## src/rtl/ui_pkg.sv

```systemverilog
// Shared UI MMIO definitions: device selects, window offsets, FSM and decode encodings.
// No logic of its own.
// Nothing here carries state or backpressure.
package ui_pkg;

  localparam logic [1:0] UI_KEY  = 2'd0;
  localparam logic [1:0] UI_SW   = 2'd1;
  localparam logic [1:0] UI_LEDR = 2'd2;
  localparam logic [1:0] UI_HEX  = 2'd3;

  localparam logic [7:0] OFF_HEX    = 8'h00;
  localparam logic [7:0] OFF_LEDR   = 8'h04;
  localparam logic [7:0] OFF_KEY    = 8'h10;
  localparam logic [7:0] OFF_SW     = 8'h14;
  localparam logic [7:0] OFF_KEYEVT = 8'h18;

  typedef enum logic [1:0] {IDLE, ACCESS, POLL, RESP} ui_state_t;

  // Decoded register region of a CPU access.
  typedef enum logic [2:0] {
    RGN_HEX, RGN_LEDR, RGN_KEY, RGN_SW, RGN_KEYEVT, RGN_NONE
  } ui_rgn_t;

  // Device select for a region; regions without a device park on KEY (read-only, harmless).
  function automatic logic [1:0] rgn_dev(input ui_rgn_t rgn);
    case (rgn)
      RGN_HEX:  return UI_HEX;
      RGN_LEDR: return UI_LEDR;
      RGN_SW:   return UI_SW;
      default:  return UI_KEY;
    endcase
  endfunction

  // Only the output devices accept stores.
  function automatic logic rgn_writable(input ui_rgn_t rgn);
    return (rgn == RGN_HEX) || (rgn == RGN_LEDR);
  endfunction

endpackage

```

## src/rtl/ui_mmio_master_if.sv

```systemverilog
// CPU-side req/ack bus plus UI-controller device bus of the MMIO master.
// Signal bundle only, no latency.
// cpu_req is held until cpu_ack; the UI side has no backpressure.
interface ui_mmio_master_if #(
  parameter int DBITS = 32
);
  logic             cpu_req;
  logic             cpu_we;
  logic [DBITS-1:0] cpu_addr;
  logic [DBITS-1:0] cpu_wdata;
  logic [DBITS-1:0] cpu_rdata;
  logic             cpu_ack;
  logic             cpu_err;
  logic [1:0]       ui_dev;
  logic             ui_wrt_en;
  logic [DBITS-1:0] ui_wdata;
  logic [DBITS-1:0] ui_rdata;
  logic             key_irq;

  modport master (
    input  cpu_req, cpu_we, cpu_addr, cpu_wdata, ui_rdata,
    output cpu_rdata, cpu_ack, cpu_err, ui_dev, ui_wrt_en, ui_wdata, key_irq
  );

  modport slave (
    output cpu_req, cpu_we, cpu_addr, cpu_wdata, ui_rdata,
    input  cpu_rdata, cpu_ack, cpu_err, ui_dev, ui_wrt_en, ui_wdata, key_irq
  );
endinterface

```

## src/rtl/ui_key_event_latch.sv

```systemverilog
// Rising-edge detector on the 4 KEY lines with sticky event bits and an irq.
// Events and irq update one cycle after a sample / clear strobe.
// No backpressure; a set in the same cycle as a clear wins.
module ui_key_event_latch (
  input  logic       clk,
  input  logic       reset,
  input  logic       i_sample,
  input  logic [3:0] i_pressed,
  input  logic       i_rd_clr,
  input  logic       i_w1c_vld,
  input  logic [3:0] i_w1c_mask,
  output logic [3:0] o_events,
  output logic       o_irq
);
  logic [3:0] r_events;
  logic [3:0] r_prev;
  logic       r_irq;
  logic [3:0] w_set;
  logic [3:0] w_clr;
  logic [3:0] w_next;

  // New presses since the last sample set bits; read clears all, W1C clears the mask.
  always_comb begin
    w_set  = i_sample ? (i_pressed & ~r_prev) : 4'h0;
    w_clr  = i_rd_clr ? 4'hF : (i_w1c_vld ? i_w1c_mask : 4'h0);
    w_next = (r_events & ~w_clr) | w_set;
  end

  // Event bits, irq and the previous-key snapshot are all registered together.
  always_ff @(posedge clk) begin
    if (reset) begin
      r_events <= 4'h0;
      r_prev   <= 4'h0;
      r_irq    <= 1'b0;
    end else begin
      r_events <= w_next;
      r_irq    <= |w_next;
      if (i_sample) r_prev <= i_pressed;
    end
  end

  assign o_events = r_events;
  assign o_irq    = r_irq;
endmodule

```

## src/rtl/ui_mmio_master.sv

```systemverilog
// CPU load/store to UI-controller bridge with background KEY polling and key events.
// Request sampled in IDLE is acked two cycles later; a pending poll can add one cycle.
// cpu_req is held by the CPU until cpu_ack; CPU requests take priority over polls.
module ui_mmio_master
  import ui_pkg::*;
#(
  parameter int               DBITS       = 32,
  parameter logic [DBITS-1:0] BASE_ADDR   = 32'hF000_0000,
  parameter int               POLL_PERIOD = 1024
) (
  input logic              clk,
  input logic              reset,
  ui_mmio_master_if.master bus
);
  localparam int               CNT_W    = (POLL_PERIOD > 1) ? $clog2(POLL_PERIOD) : 1;
  localparam logic [CNT_W-1:0] CNT_LAST = CNT_W'(POLL_PERIOD - 1);

  ui_state_t        r_state;
  logic             r_we;
  ui_rgn_t          r_rgn;
  logic             r_cpu_ack;
  logic             r_cpu_err;
  logic [DBITS-1:0] r_cpu_rdata;
  logic [1:0]       r_ui_dev;
  logic             r_ui_wrt_en;
  logic [DBITS-1:0] r_ui_wdata;
  logic [CNT_W-1:0] r_poll_cnt;
  logic             r_poll_pending;

  logic [DBITS-1:0] w_off;
  ui_rgn_t          w_rgn;
  logic             w_illegal;
  logic [DBITS-1:0] w_acc_rdata;
  logic             w_poll_wrap;
  logic             w_poll_sample;
  logic             w_evt_rd_clr;
  logic             w_evt_w1c;
  logic [3:0]       w_events;
  logic             w_key_irq;

  assign w_off = bus.cpu_addr - BASE_ADDR;

  // Exact offset match; unaligned or out-of-window addresses fall through to RGN_NONE.
  always_comb begin
    w_rgn = RGN_NONE;
    if      (w_off == DBITS'(OFF_HEX))    w_rgn = RGN_HEX;
    else if (w_off == DBITS'(OFF_LEDR))   w_rgn = RGN_LEDR;
    else if (w_off == DBITS'(OFF_KEY))    w_rgn = RGN_KEY;
    else if (w_off == DBITS'(OFF_SW))     w_rgn = RGN_SW;
    else if (w_off == DBITS'(OFF_KEYEVT)) w_rgn = RGN_KEYEVT;
  end

  assign w_illegal = (r_rgn == RGN_NONE) ||
                     (r_we && ((r_rgn == RGN_KEY) || (r_rgn == RGN_SW)));

  // Load data seen at the end of ACCESS; errors and stores return zero.
  always_comb begin
    w_acc_rdata = '0;
    if (!r_we && !w_illegal) begin
      if (r_rgn == RGN_KEYEVT) w_acc_rdata = {{(DBITS-4){1'b0}}, w_events};
      else                     w_acc_rdata = bus.ui_rdata;
    end
  end

  // Access sequencer; device select and write enable are set up on entry to ACCESS.
  always_ff @(posedge clk) begin
    if (reset) begin
      r_state     <= IDLE;
      r_we        <= 1'b0;
      r_rgn       <= RGN_NONE;
      r_cpu_ack   <= 1'b0;
      r_cpu_err   <= 1'b0;
      r_cpu_rdata <= '0;
      r_ui_dev    <= UI_KEY;
      r_ui_wrt_en <= 1'b0;
      r_ui_wdata  <= '0;
    end else begin
      case (r_state)
        IDLE: begin
          if (bus.cpu_req) begin
            r_state     <= ACCESS;
            r_we        <= bus.cpu_we;
            r_rgn       <= w_rgn;
            r_ui_wdata  <= bus.cpu_wdata;
            r_ui_dev    <= rgn_dev(w_rgn);
            r_ui_wrt_en <= bus.cpu_we && rgn_writable(w_rgn);
          end else if (r_poll_pending) begin
            r_state     <= POLL;
            r_ui_dev    <= UI_KEY;
            r_ui_wrt_en <= 1'b0;
          end
        end
        ACCESS: begin
          r_state     <= RESP;
          r_cpu_ack   <= 1'b1;
          r_cpu_err   <= w_illegal;
          r_cpu_rdata <= w_acc_rdata;
          r_ui_wrt_en <= 1'b0;
          r_ui_dev    <= UI_KEY;
        end
        POLL: begin
          r_state <= IDLE;
        end
        RESP: begin
          r_state   <= IDLE;
          r_cpu_ack <= 1'b0;
        end
        default: r_state <= IDLE;
      endcase
    end
  end

  assign w_poll_wrap = (r_poll_cnt == CNT_LAST);

  // Free-running poll timer; a wrap re-arms the pending flag even as POLL retires it.
  always_ff @(posedge clk) begin
    if (reset) begin
      r_poll_cnt     <= '0;
      r_poll_pending <= 1'b0;
    end else begin
      r_poll_cnt     <= w_poll_wrap ? '0 : r_poll_cnt + 1'b1;
      r_poll_pending <= w_poll_wrap || (r_poll_pending && (r_state != POLL));
    end
  end

  assign w_poll_sample = (r_state == POLL);
  assign w_evt_rd_clr  = (r_state == ACCESS) && !r_we && (r_rgn == RGN_KEYEVT);
  assign w_evt_w1c     = (r_state == ACCESS) &&  r_we && (r_rgn == RGN_KEYEVT);

  ui_key_event_latch u_key_evt (
    .clk        (clk),
    .reset      (reset),
    .i_sample   (w_poll_sample),
    .i_pressed  (bus.ui_rdata[3:0]),
    .i_rd_clr   (w_evt_rd_clr),
    .i_w1c_vld  (w_evt_w1c),
    .i_w1c_mask (r_ui_wdata[3:0]),
    .o_events   (w_events),
    .o_irq      (w_key_irq)
  );

  assign bus.cpu_ack   = r_cpu_ack;
  assign bus.cpu_err   = r_cpu_err;
  assign bus.cpu_rdata = r_cpu_rdata;
  assign bus.ui_dev    = r_ui_dev;
  assign bus.ui_wrt_en = r_ui_wrt_en;
  assign bus.ui_wdata  = r_ui_wdata;
  assign bus.key_irq   = w_key_irq;
endmodule

```

## src/flat_wrapper.sv

```systemverilog
// flat-port wrapper written by rule: the top's interface ports become plain ports
module ui_mmio_master_flat import ui_pkg::*;
#(
  parameter int               DBITS       = 32,
  parameter logic [DBITS-1:0] BASE_ADDR   = 32'hF000_0000,
  parameter int               POLL_PERIOD = 1024
)
  (clk, reset, bus_cpu_req, bus_cpu_we, bus_cpu_addr, bus_cpu_wdata, bus_ui_rdata, bus_cpu_rdata, bus_cpu_ack, bus_cpu_err, bus_ui_dev, bus_ui_wrt_en, bus_ui_wdata, bus_key_irq);
  ui_mmio_master_if #(.DBITS(DBITS)) bus_i ();
  input logic clk;
  input logic reset;
  input wire logic [$bits(bus_i.cpu_req)-1:0] bus_cpu_req;
  input wire logic [$bits(bus_i.cpu_we)-1:0] bus_cpu_we;
  input wire logic [$bits(bus_i.cpu_addr)-1:0] bus_cpu_addr;
  input wire logic [$bits(bus_i.cpu_wdata)-1:0] bus_cpu_wdata;
  input wire logic [$bits(bus_i.ui_rdata)-1:0] bus_ui_rdata;
  output wire logic [$bits(bus_i.cpu_rdata)-1:0] bus_cpu_rdata;
  output wire logic [$bits(bus_i.cpu_ack)-1:0] bus_cpu_ack;
  output wire logic [$bits(bus_i.cpu_err)-1:0] bus_cpu_err;
  output wire logic [$bits(bus_i.ui_dev)-1:0] bus_ui_dev;
  output wire logic [$bits(bus_i.ui_wrt_en)-1:0] bus_ui_wrt_en;
  output wire logic [$bits(bus_i.ui_wdata)-1:0] bus_ui_wdata;
  output wire logic [$bits(bus_i.key_irq)-1:0] bus_key_irq;
  assign bus_i.cpu_req = bus_cpu_req;
  assign bus_i.cpu_we = bus_cpu_we;
  assign bus_i.cpu_addr = bus_cpu_addr;
  assign bus_i.cpu_wdata = bus_cpu_wdata;
  assign bus_i.ui_rdata = bus_ui_rdata;
  assign bus_cpu_rdata = bus_i.cpu_rdata;
  assign bus_cpu_ack = bus_i.cpu_ack;
  assign bus_cpu_err = bus_i.cpu_err;
  assign bus_ui_dev = bus_i.ui_dev;
  assign bus_ui_wrt_en = bus_i.ui_wrt_en;
  assign bus_ui_wdata = bus_i.ui_wdata;
  assign bus_key_irq = bus_i.key_irq;
  ui_mmio_master #(.DBITS(DBITS), .BASE_ADDR(BASE_ADDR), .POLL_PERIOD(POLL_PERIOD)) u_core (.clk(clk), .reset(reset), .bus(bus_i));
endmodule
```

## config.mk

```make
export PLATFORM = sky130hd
export DESIGN_NAME = ui_mmio_master_flat
export DESIGN_NICKNAME = d
export VERILOG_FILES = /design/src/rtl/ui_pkg.sv /design/src/rtl/ui_mmio_master_if.sv /design/src/rtl/ui_key_event_latch.sv /design/src/rtl/ui_mmio_master.sv /design/src/flat_wrapper.sv
export SDC_FILE = /design/constraint.sdc
export NUM_CORES = 1
export LEC_CHECK = 0
export ABC_AREA = 1
export BUFFER_PORTS_ARGS = -buffer_cell sky130_fd_sc_hd__buf_2
export CELL_PAD_IN_SITES_DETAIL_PLACEMENT = 1
export CELL_PAD_IN_SITES_GLOBAL_PLACEMENT = 1
export CORE_AREA = 3 3 85 168
export DETAILED_ROUTE_END_ITERATION = 8
export DIE_AREA = 0 0 88 171
export GPL_TIMING_DRIVEN = 0
export MAX_ROUTING_LAYER = met4
export PLACE_DENSITY_LB_ADDON = 0.1
export SLEW_MARGIN = 0
export SYNTH_ARGS = -nofsm -noshare
export SYNTH_HDL_FRONTEND = slang
export SYNTH_SLANG_ARGS = --single-unit
```

## constraint.sdc

```tcl
create_clock -name clk -period 1.4 [get_ports clk]
set_input_delay 0.21 -clock clk [delete_from_list [all_inputs] [get_ports clk]]
set_output_delay 0.21 -clock clk [all_outputs]
set_load 0.005 [all_outputs]
```

==> flow_summary_export.csv, run 1 <==
group,metric,value,unit
outcome,status,"finished with violations",
outcome,failed_checks,"negative setup slack",
worst_setup_path,path_class,"reg2reg",
cts,cts_buffer_depth,2,
finish,final_common_cell,"buf_2",
placement,place_congestion,0.803,
power_and_ir_drop,cellLeakagePower,2.47,nW
finish,syn_to_final_growth,42.5,%
worst_hold_path,min_path_type,"in2reg",
finish,final_cell_mix,"buf_2, nor2_1, dfxtp_1, nand2_1, a21oi_1",
finish,final_area,0.00541,mm2
logic_synthesis,syn_nets,617,
sta,grt_setup_unrepaired,"yes",
die,die_w,88,um
worst_setup_path,required,1630,ps
worst_setup_path,cp_data_arrival_time,1730,ps
logic_synthesis,seq_area_frac_synth,50.1,%
worst_setup_path,path_cells,"ha_4 -> nand3_4 -> nor3_4 -> nand3_2 -> nand3b_1 -> nand2_2 -> nor2_1",
logic_synthesis,syn_inst,516,
sta,setup_viol,11,
global_routing,grt-ovfl-total,0,
die,design.core.area,0.0131,mm2
cts,cts_tree,"built",
sta,max_clock_freq,0.667,GHz
sta,worst_pin_slew,594,ps
power_and_ir_drop,peakVddDrop,0.622,mV
die,initial_core_util,29.1,%
drt,post_drt_wl_per_cell,14.5,um
sta,skew,7.50,ps
worst_setup_path,critical_path.top_delay_family,"simple AND/OR/NAND/NOR gates",
finish,nets,810,
finish,num-fill-cells,1707,
worst_setup_path,crit_fanout,4,
worst_setup_path,r2r_cells,7,
placement,placed_area,0.00483,mm2
die,die-area,0.0150,mm2
sta,slew-limit-headroom,60.4,%
placement,portBuffers,168,
sta,min_period_over_period,107,%
drt,drt_iter0_markers,88,
worst_setup_path,cp_slowest_stage_delay,350,ps
drt,wirelength,12500,um
cts,clk_pin_slew,70,ps
logic_synthesis,yosysWarnings,0,
drt,met3_length,598,um
drt,vias_per_cell,4.70,
sta,worst_hold_slack,107,ps
global_routing,grt_use_total,17.1,%
drt,topRoutingLayerUsed,"met4",
cts,cts_max_level,3,
sta,hold_viol,0,
sta,min_period,1500,ps
global_routing,grt_max_degree,20,
logic_synthesis,ys_ff_latch,95,
cts,cts_root_buffer,"clkbuf_16",
drt,drc_errors,0,
drt,drt_pass1_iterations,4,
global_routing,antenna_found_initial,1,
cts,cts_made_buffers,9,
worst_setup_path,cp-start-kind,"register",
logic_synthesis,avgSynthCellArea,7.36,um2
finish,drive_gt1_share,36.0,%
logic_synthesis,synth_area,0.00380,mm2
worst_setup_path,crit_path_end_kind,"register",
global_routing,grt_pass1_wl,19600,um
sta,drv_slew,0,
die,ioPinCount,170,
drt,wl_met2,7440,um
drt,wl_met1,4220,um
drt,dr_total_vias,4071,
cts,clock_sinks,95,
die,rows,59,
drt,ant_nets,0,
die,die_h,171,um
job,cap_violations,0,
cts,ctsHoldBuffers,0,
global_routing,grt_pass1_vias,4290,
placement,hpwl,10100,um
sta,setup_ws,-100,ps
worst_hold_path,whs_path_depth,3,
worst_setup_path,cp.depth,7,
worst_setup_path,slowest_stage,"dfxtp_2",
worst_setup_path,crit_buf_inv,0,
power_and_ir_drop,power.density,1150,mW/mm2
logic_synthesis,synthDistinctLibCells,28,
cts,clk_latency,340,ps
==> registers in the layout, indices dropped and copies added (netlist names) <==
register                   count
u_core.bus.ui_wrt_en           1
u_core.r_we                    1
u_core.r_state                 2
u_core.bus.cpu_ack             1
u_core.u_key_evt.o_irq         1
u_core.r_rgn                   3
u_core.r_poll_cnt             10
u_core.bus.cpu_rdata          32
u_core.u_key_evt.r_prev        4
u_core.bus.ui_wdata           32
u_core.bus.cpu_err             1
u_core.u_key_evt.o_events      4
u_core.bus.ui_dev              2
u_core.r_poll_pending          1
==> synthesized netlist by cell type, drive strengths merged <==
library cell	number	share of area [%]
and3	1	0.16
nand3	38	5.0
nor4	1	0.16
o2111ai	1	0.23
nor3	4	0.82
o21ai	36	4.7
clkinv	1	0.099
ha	1	0.33
buf	10	1.4
inv	31	3.1
a21oi	52	6.9
nand3b	1	0.20
nand4	3	0.49
nand2	89	8.9
xor2	4	0.92
xnor2	4	0.92
o221ai	1	0.23
nor2	117	12
or2	6	0.99
dfxtp	95	50
o211ai	5	0.99
clkbuf	15	1.5
==> repair_timing <==
action / 4_1_cts / 5_1_grt
buffers inserted: 10 / 6
pin swaps: 16 / 12
gates resized for setup: 29 / 45
gates cloned: 1 / 0
endpoints found under the setup margin: 72 / 67
==> layer usage <==
| metal | vias up | GRT usage [%] |
|---|---|---|
| li1 | 2055 | - |
| met4 | 0 | 6.41 |
| met2 | 109 | 34.4 |
| met1 | 1892 | 14.9 |
| met5 | - | - |
| met3 | 15 | 2.94 |
==> final cells by class <==
| type | instances | area [um2] | area share, % |
|---|---|---|---|
| multi-input combinational | 365 | 1800 | 33.3 |
| inverter | 32 | 133 | 2.45 |
| timing repair buffer | 184 | 973 | 18.0 |
| clock inverter | 7 | 55.1 | 1.02 |
| buffer | 22 | 120 | 2.22 |
| antenna | 1 | 2.50 | 0.0463 |
| sequential | 95 | 1910 | 35.3 |
| clock buffer | 9 | 225 | 4.16 |
| tap | 152 | 190 | 3.52 |
==> kinds of logic (layout without fill, tap and decap cells) <==
family	count (synthesis)	count (layout)	synth area share (%)
buf+inv	57	254	6.03
compound gates	95	95	13.0
xor+xnor	8	8	1.84
other cells	0	1	0
simple gates	260	261	28.7
fa+ha+maj	1	1	0.329
flops	95	95	50.1
==> final timing paths <==
| check | start | to | slack (ps) |
|---|---|---|---|
| setup / recovery | u_core.r_poll_cnt[1]$_SDFF_PP0_ | u_core.r_poll_cnt[7]$_SDFF_PP0_ | -100 |
| hold / removal | bus_cpu_wdata[8] | u_core.bus.ui_wdata[8]$_SDFFE_PP0P_ | 110 |
| setup reg to reg | u_core.r_poll_cnt[1]$_SDFF_PP0_ | u_core.r_poll_cnt[7]$_SDFF_PP0_ | -100 |
| hold reg to reg | u_core.bus.cpu_rdata[21]$_SDFFE_PP0P_ | u_core.bus.cpu_rdata[21]$_SDFFE_PP0P_ | 460 |
==> stage by stage <==
stage          worst slack (ps)  TNS, ps  total power (W)  cells  util [%]
2_1_floorplan              6.94        0          0.00342    516         -
3_3_place_gp               -226    -5140          0.00382    836      37.0
3_5_place_dp               -256    -7110          0.00386    836      37.0
4_1_cts                    -170    -1620          0.00626    862      40.5
5_1_grt                    -221    -2130          0.00653    867      41.4
6_report                   -100     -832          0.00620    867      41.4
==> where the power goes <==
group	switching (W)	internal, W
registers	0.0000782	0.00285
logic	0.000548	0.000411
clock network	0.00108	0.00122
total	0.00171	0.00449
==> worst min-delay path, delay by kind of cell <==
kind | cells | cell delay [ps]
AOI/OAI and AO/OA | 1 | 50
buffers and inverters | 1 | 80
and+or+nand+nor | 1 | 70
(Power assumes the default switching activity.)
==> run 2, diff against run 1 <==
Settings changed: PLACE_DENSITY set to 0.73, PLACE_DENSITY_LB_ADDON 0.1 to unset.
==> flow_summary_export.csv, run 2 (synthesized netlist as in run 1, its figures left out) <==
group,metric,value,unit
sta,worst_pin_slew,562,ps
cts,cts_tree,"built",
finish,area.sequential,0.00191,mm2
finish,final_cell_mix,"buf_2, nor2_1, dfxtp_1, nand2_1, a21oi_1",
drt,ant_nets,0,
worst_setup_path,required,1600,ps
global_routing,grt_use_total,17.7,%
die,die-area,0.0150,mm2
worst_setup_path,crit_end,"u_core.u_key_evt.o_irq$_SDFF_PP0_",
finish,utilization,41.8,%
finish,num-fill-cells,1654,
finish,drive_gt1_share,36.4,%
drt,drc_errors,0,
finish,nets,810,
worst_setup_path,r2r_end,"u_core.u_key_evt.o_irq$_SDFF_PP0_",
finish,antenna_cells,0,
placement,place_congestion,0.790,
sta,max_clock_freq,0.676,GHz
cts,clock_sinks,95,
sta,min_period,1480,ps
global_routing,antenna_found_initial,0,
worst_setup_path,crit_path_end_kind,"register",
worst_setup_path,reg2reg_slack,-80,ps
worst_setup_path,worstSetupStartpoint,"u_core.r_state[0]$_SDFFE_PP0P_",
worst_setup_path,path_cells,"inv_4 -> nor2_4 -> buf_6 -> nand2_4 -> nor2_4 -> nor2_1 -> nand2_2 -> nand2_2 -> nor2_2 -> a21oi_1",
drt,drt_pass1_iterations,4,
cts,cts_made_buffers,9,
sta,min_period_over_period,106,%
sta,slew-limit-headroom,62.5,%
global_routing,grt_pass1_vias,4315,
finish,layout.cells.non_filler,866,
cts,clk_pin_slew,80,ps
sta,drv_slew,0,
sta,setup_viol,10,
sta,grt_setup_unrepaired,"yes",
global_routing,grt_pass1_wl,20100,um
drt,wirelength,13000,um
worst_setup_path,crit_fanout,4,
die,design.core.area,0.0131,mm2
sta,hold_viol,0,
die,ioPinCount,170,
cts,cts_buffer_depth,2,
worst_setup_path,cp_data_arrival_time,1680,ps
die,initial_core_util,29.1,%
drt,drt_iter0_markers,84,
power_and_ir_drop,finalPower,0.00646,W
sta,setup_ws,-78.4,ps
placement,dp_cells,836,
sta,fin_setup_tns,-641,ps
die,die_w,88,um
power_and_ir_drop,power.density,1180,mW/mm2
drt,dr_total_vias,4076,
placement,portBuffers,168,
finish,multiInputGateArea,0.00183,mm2
global_routing,grt-ovfl-total,0,
worst_setup_path,path_class,"reg2reg",
worst_setup_path,cp_slowest_stage_delay,380,ps
die,die_h,171,um
sta,skew,12.5,ps
outcome,failed_checks,"negative setup slack",
worst_setup_path,cp-start-kind,"register",
worst_hold_path,min_path_type,"in2reg",
outcome,status,"finished with violations",
die,rows,59,
cts,ctsHoldBuffers,0,
worst_setup_path,slowest_stage,"dfxtp_4",
cts,cts_max_level,3,
job,cap_violations,0,
global_routing,grt_max_degree,19,
finish,final_common_cell,"buf_2",
drt,post_drt_wl_per_cell,15.0,um
power_and_ir_drop,cellLeakagePower,2.50,nW
cts,cts_root_buffer,"clkbuf_16",
finish,syn_to_final_growth,44.0,%
power_and_ir_drop,peakVddDrop,0.596,mV
worst_setup_path,reg2reg_from,"u_core.r_state[0]$_SDFFE_PP0P_",
drt,vias_per_cell,4.71,
worst_setup_path,r2r_cells,10,
cts,clk_latency,350,ps
placement,hpwl,10500,um
[run 2: where the power goes]
part / total, W / switching, W / internal [W]
Combinational: 0.000949 / 0.000547 / 0.000402
Clock: 0.00258 / 0.00115 / 0.00143
Sequential: 0.00294 / 0.0000872 / 0.00285
Total: 0.00646 / 0.00178 / 0.00468
[run 2: cell type report]
type,count,share of cell area (%)
Multi-Input combinational cell,365,33.4
Clock buffer,9,4.12
Buffer,24,2.43
Timing Repair Buffer,182,17.4
Tap cell,152,3.48
Sequential cell,95,35.0
Clock inverter,7,1.69
Inverter,32,2.52
[run 2: timing repair]
item	4_1_cts	5_1_grt
setup buffers	4	10
gates resized for setup	20	57
gates cloned	1	0
pin swaps	7	18
setup endpoints to repair	70	67
[run 2: routing by layer]
layer / vias up / global-route usage, % / wire length [um]
met5: - / - / 0
met4: 0 / 6.81 / 375
met3: 26 / 3.08 / 528
met2: 111 / 34.8 / 7780
met1: 1885 / 16.0 / 4290
li1: 2054 / - / -
[run 2: worst min-delay path by stage]
stage                                          start                                     to  slack (ps)  cells past startpoint
6_report                           bus_cpu_wdata[12]   u_core.bus.ui_wdata[12]$_SDFFE_PP0P_         100                      3
5_1_grt                            bus_cpu_wdata[14]   u_core.bus.ui_wdata[14]$_SDFFE_PP0P_         110                      3
4_1_cts                            bus_cpu_wdata[18]   u_core.bus.ui_wdata[18]$_SDFFE_PP0P_         110                      3
3_5_place_dp   u_core.bus.cpu_rdata[24]$_SDFFE_PP0P_  u_core.bus.cpu_rdata[24]$_SDFFE_PP0P_         450                      2
3_3_place_gp         u_core.r_poll_cnt[0]$_SDFF_PP0_        u_core.r_poll_cnt[0]$_SDFF_PP0_         420                      1
2_1_floorplan                       bus_ui_rdata[12]  u_core.bus.cpu_rdata[12]$_SDFFE_PP0P_         370                      2
[run 2: worst max-delay path: cells and delay by family (launching register included)]
family          cells  cell delay, ps
compound gates      1              80
buf+inv             2             170
flops               1             380
simple gates        7             720
[run 2: stage by stage]
| step | cell area (um2) | hold slack (ps) | setup WS, ps |
|---|---|---|---|
| finish | 5470 | 102 | -78.4 |
| global route | 5470 | 114 | -186 |
| CTS | 5250 | 107 | -94.2 |
| detailed placement | 4830 | 454 | -212 |
| global placement | 4830 | 423 | -157 |
| floorplan | 3800 | 370 | 6.94 |
